## src/rtl/seg_scan_driver.sv

```systemverilog
// -----------------------------------------------------------------------------
// seg_scan_driver
//   Time-multiplexed scan driver for a six-digit 7-segment display. Six
//   decoded segment patterns share one segment bus. Each digit gets one slot
//   of SLOT_CYCLES clocks per frame. Every slot starts with DEAD_CYCLES clocks
//   with all digits off, which prevents ghosting. The rest of the slot is
//   split into an ON part and an OFF part by the PWM duty value.
//   All inputs are captured once per frame, at the start of digit 0's slot,
//   so a frame never shows a mix of old and new data.
//
// Ports
//   clk                 system clock, rising edge
//   reset_n             asynchronous active-low reset
//   segment0..segment5  decoded segment patterns (digit 0 = least significant)
//   blank_mask          bit i = 1 keeps digit i dark
//   duty                brightness; ON width = (duty+1)/8 of the post-dead slot
//   seg_out             shared segment bus (registered)
//   digit_en            digit enables, at most one active (registered)
//   frame_tick          one-cycle pulse after a new frame snapshot is taken
//
// SLOT_CYCLES must be >= DEAD_CYCLES + 8, and DEAD_CYCLES must be >= 1.
// -----------------------------------------------------------------------------
module seg_scan_driver #(
    parameter int unsigned SLOT_CYCLES    = 50000,
    parameter int unsigned DEAD_CYCLES    = 16,
    parameter bit          SEG_ACTIVE_LOW = 1'b1,
    parameter bit          DIG_ACTIVE_LOW = 1'b1
) (
    input  logic       clk,
    input  logic       reset_n,
    input  logic [6:0] segment0,
    input  logic [6:0] segment1,
    input  logic [6:0] segment2,
    input  logic [6:0] segment3,
    input  logic [6:0] segment4,
    input  logic [6:0] segment5,
    input  logic [5:0] blank_mask,
    input  logic [2:0] duty,
    output logic [6:0] seg_out,
    output logic [5:0] digit_en,
    output logic       frame_tick
);

    localparam int unsigned CW = $clog2(SLOT_CYCLES);
    // The extra bits give headroom for (SLOT_CYCLES-DEAD_CYCLES) * 8
    // before the divide by 8.
    localparam int unsigned OW = CW + 4;

    typedef logic [CW-1:0] cnt_t;
    typedef logic [OW-1:0] wide_t;

    localparam cnt_t       CNT_LAST = cnt_t'(SLOT_CYCLES - 1);
    localparam wide_t      DEAD_W   = wide_t'(DEAD_CYCLES);
    localparam wide_t      SPAN_W   = wide_t'(SLOT_CYCLES - DEAD_CYCLES);
    localparam logic [6:0] SEG_OFF  = SEG_ACTIVE_LOW ? 7'h7F : 7'h00;
    localparam logic [5:0] DIG_OFF  = DIG_ACTIVE_LOW ? 6'h3F : 6'h00;

    typedef enum logic [1:0] {
        ST_DEAD,
        ST_ON,
        ST_OFF
    } slot_state_e;

    cnt_t        cnt_q, cnt_d;
    logic [2:0]  idx_q, idx_d;
    logic [6:0]  shadow_q [6];
    logic [5:0]  blank_q;
    logic [2:0]  duty_q;
    logic [6:0]  seg_q, seg_d;
    logic [5:0]  dig_q, dig_d;
    logic        tick_q;

    logic        snap;
    wide_t       span_scaled;
    wide_t       on_end;
    slot_state_e state;
    logic [5:0]  onehot;

    // A snapshot is taken at the start of digit 0's slot. The first such edge
    // after reset release also takes one.
    assign snap = (cnt_q == '0) && (idx_q == 3'd0);

    // Slot counter and digit index.
    // NOTE: always_comb assigns every output before any branch. No path can
    // leave a value unassigned, so no latch is inferred.
    always_comb begin
        cnt_d = cnt_q + cnt_t'(1);
        idx_d = idx_q;
        if (cnt_q == CNT_LAST) begin
            cnt_d = '0;
            idx_d = (idx_q == 3'd5) ? 3'd0 : idx_q + 3'd1;
        end
    end

    // Position inside the slot decides DEAD / ON / OFF. With duty 7 the ON
    // phase runs to the end of the slot, so OFF never occurs.
    always_comb begin
        span_scaled = SPAN_W * (wide_t'(duty_q) + wide_t'(1));
        on_end      = DEAD_W + (span_scaled >> 3);
        state       = ST_OFF;
        if (wide_t'(cnt_q) < DEAD_W) begin
            state = ST_DEAD;
        end else if (wide_t'(cnt_q) < on_end) begin
            state = ST_ON;
        end
    end

    // Output selection. The shadowed pattern passes through unchanged.
    // Only the idle levels depend on polarity.
    always_comb begin
        onehot = 6'b000001 << idx_q;
        seg_d  = SEG_OFF;
        dig_d  = DIG_OFF;
        if (state == ST_ON && !blank_q[idx_q]) begin
            seg_d = shadow_q[idx_q];
            dig_d = DIG_ACTIVE_LOW ? ~onehot : onehot;
        end
    end

    // NOTE: Sequential state uses non-blocking assignments, so every register
    // samples values from before the clock edge.
    // NOTE: The shadow registers are reset to the idle pattern, so stale data
    // cannot be shown before the first snapshot.
    always_ff @(posedge clk or negedge reset_n) begin
        if (!reset_n) begin
            cnt_q <= '0;
            idx_q <= 3'd0;
            for (int i = 0; i < 6; i++) begin
                shadow_q[i] <= SEG_OFF;
            end
            blank_q <= '0;
            duty_q  <= '0;
            seg_q   <= SEG_OFF;
            dig_q   <= DIG_OFF;
            tick_q  <= 1'b0;
        end else begin
            cnt_q  <= cnt_d;
            idx_q  <= idx_d;
            seg_q  <= seg_d;
            dig_q  <= dig_d;
            tick_q <= snap;
            if (snap) begin
                shadow_q[0] <= segment0;
                shadow_q[1] <= segment1;
                shadow_q[2] <= segment2;
                shadow_q[3] <= segment3;
                shadow_q[4] <= segment4;
                shadow_q[5] <= segment5;
                blank_q     <= blank_mask;
                duty_q      <= duty;
            end
        end
    end

    assign seg_out    = seg_q;
    assign digit_en   = dig_q;
    assign frame_tick = tick_q;

endmodule
```

## config.mk

```make
export PLATFORM = sky130hd
export DESIGN_NAME = seg_scan_driver
export DESIGN_NICKNAME = d
export VERILOG_FILES = /design/src/rtl/seg_scan_driver.sv
export SDC_FILE = /design/constraint.sdc
export NUM_CORES = 1
export LEC_CHECK = 0
export CORE_MARGIN = 3
export CORE_UTILIZATION = 50
export DETAILED_ROUTE_END_ITERATION = 16
export PLACE_DENSITY = 0.88
export SLEW_MARGIN = 20
export SYNTH_ARGS = -nofsm -noshare
export SYNTH_HDL_FRONTEND = slang
export SYNTH_SLANG_ARGS = --single-unit
```

## constraint.sdc

```tcl
create_clock -name clk -period 4.6 [get_ports clk]
set_input_delay 0.92 -clock clk [delete_from_list [all_inputs] [get_ports clk]]
set_output_delay 0.92 -clock clk [all_outputs]
set_load 0.05 [all_outputs]
```

==> results of run 1 <==
==> Yosys cell counts, types with 8 or more instances <==
library cell	n
a21oi_1	11
mux2_2	23
dfrtp_1	29
ha_1	31
mux4_2	8
dfstp_2	55
xor2_1	12
inv_1	10
mux2_1	26
nand2_1	17
nor2_1	26
mux2i_1	8
clkbuf_1	9
xnor2_1	16
nand3_1	14
==> registers in the layout, summed over array words and instances (netlist names) <==
name        cells
cnt_q          16
frame_tick      1
idx_q           3
shadow_q       42
blank_q         6
seg_out         7
digit_en        6
duty_q          3
==> worst min-delay path by stage <==
stage | slack (ps) | endpoint | depth (start not counted) | start
after global routing | 550 | digit_en[2] | 2 | blank_q[2]
final | 530 | blank_q[4] | 1 | blank_q[4]
after floorplan | 460 | blank_q[4] | 1 | blank_q[4]
after detailed placement | 510 | blank_q[4] | 1 | blank_q[4]
after CTS | 530 | blank_q[4] | 1 | blank_q[4]
after global placement | 470 | blank_q[4] | 1 | blank_q[4]
==> worst max-delay path, cell delays in order (launching register included) <==
cell      delay, ps
dfrtp_2         470
ha_1            270
xor2_2          170
ha_1            290
ha_1            410
ha_4            330
nand3_1         100
o2111a_2        170
nor4_4          300
and4_4          290
xnor2_1          80
ha_1            200
a211oi_1        230
nor2_1           90
nor3_1          170
nor2_1          110
o31ai_4         260
buf_12          190
nand4b_2        130
==> cells by family (layout without fill, tap and decap cells) <==
| logic type | after synthesis | in the layout | synth area share (%) |
|---|---|---|---|
| adders and majority gates | 31 | 31 | 8.18 |
| muxes | 66 | 66 | 17.4 |
| DFF | 84 | 84 | 45.8 |
| and+or+nand+nor | 104 | 104 | 13.2 |
| xor gates and xnor gates | 29 | 29 | 5.64 |
| AOI/OAI and AO/OA | 46 | 46 | 7.04 |
| buffers and inverters | 27 | 101 | 2.80 |
==> metal layers <==
layer  wire [microns]  track usage [%]  up-vias
met1             4280             25.1     1675
li1                 -                -     1560
met3              620             5.70       11
met5                0                0        -
met4              102             7.47        0
met2             5610             37.5       93
==> report_power, final <==
| group | switching, mW | internal (mW) |
|---|---|---|
| sequential | 0.0159 | 0.783 |
| combinational | 0.152 | 0.145 |
| clock | 0.259 | 0.254 |
==> cell type report <==
type | instances | area (sq um) | share of cell area, %
clock inverters | 5 | 60.1 | 1.04
repair buffers | 74 | 731 | 12.7
inverters | 11 | 41.3 | 0.715
clock buffers | 11 | 131 | 2.28
flip-flops and latches | 84 | 2170 | 37.6
well taps | 126 | 158 | 2.73
multi-input cells | 276 | 2480 | 42.9
==> run metrics, run 1 <==
status finished clean; CP startpoint kind register; Starting Density between 50% and 60%; EDFF count, synth 0; minimum clock period 4380 ps; drt first pass iters 4; port bufs between 60 and 70; CTS Sinks 84; Post-Synthesis Cells 387; initial DRC count slightly below 200; CTS clock-pin slew for the worst setup and hold paths 80 ps; Crit. End Element register; Area growth syn-to-layout 21.7%; worst setup margin 216 ps; Cells after DPL 571; Setup Fix Bufs, Post-CTS 0; Async SR Flop Fraction 100%; Placed Area 5550 sq um; Routed WL per cell ~18 microns; share of layout cells above drive strength 1 28.6%; Fin Clk Skew 9.33 ps; Pwr Total 1.61 mW; Mapped Area 4740 sq um; HPWL Detailed 7900 microns; FMAX 0.228 GHz; Syn Nets 471; headroom to the max-slew limit 32.9%; # diodes 0; crit path to seg_out[2]; Data required, critical path 4840 ps; CP startpoint duty_q[0]; Arrival @ worst endpoint 4620 ps; IR drop worst, VDD 0.000227 V; final hold vios 0; Yosys top cell by area dfstp_2; CTS Buf Count 9; via count 3339; vias in the first global route 3628; die width 103 microns; Ports 67; Placer Congestion 0.934; Slew Limit Fails 0; synth warn 0; DRC 0; # rows 34; die area approximately 11000 sq um; cells on worst reg2reg path 18; Synth cell types 55; Reg2Reg Setup Slack 220 ps; Setup CP Type reg2reg; Slew @ Worst Pin 1010 ps; leading post-synthesis cells by cell area dfstp_2 30%, dfrtp_1 15%, ha_1 8.2%; post-place setup slack slightly below 60 ps; Setup TNS 0 ps; Top FF cell, synth dfstp_2; FF-to-FF End seg_out[2]; Layout fillers 672; via density per instance 5.69; Final Util 64.3%; #FFs+latches synth 84; Final Setup Violations 0; Total GRT Usage 21.3%; most common cell after layout, fill and taps aside clkdlybuf4s50_1; hold_buf cts 0; Avg Synthesized Cell Area around 12 sq um; core area ~9000 sq um; Critical Path Fanout Max 13; Clock Path Buffers 2; design area just under 6000 sq um; P_leak 2.28 nW; DIE HEIGHT approximately 100 microns; unrepaired setup endpoints after global routing no; WHS ~530 ps; cts repair resizes 0; share of the synthesized area in the top cell type 30.5%; first-pass GRT wire length ~17000 microns; H-Tree Depth 3; GRT overflow 0; Clock Root Buffer clkbuf_8; commonest non-fill, non-tap cells in the layout 65 x clkdlybuf4s50_1, 55 x dfstp_2, 30 x ha_1, 28 x dfrtp_1; clock latency on the worst-skew pair between 300 and 400 ps; pwr/cell area 279 nW/um^2; final net count 540; initial antenna violation count 0; worst hold-check path type reg2reg; final period utilization a little over nine tenths; worst reg2reg startpoint duty_q[0]; CTS tree built; largest net degree at the start of global routing 85; sequential fraction of the synthesis area between 40% and 50%; final instance count without filler cells roughly 590; DRT Wirelength 10600 microns; Final ANT Viol Nets 0; maxcap violations 0
No activity file was read; power rests on OpenSTA's default activity.
==> inputs of run 2 (changes only) <==
--- a/config.mk
+++ b/config.mk
@@ -5,6 +5,7 @@
 export SDC_FILE = /design/constraint.sdc
 export NUM_CORES = 1
 export LEC_CHECK = 0
+export CAP_MARGIN = 20
 export CORE_MARGIN = 3
 export CORE_UTILIZATION = 50
 export DETAILED_ROUTE_END_ITERATION = 16
==> results of run 2 <==
No change in the layout: final DEF, timing and power equal those of run 1.
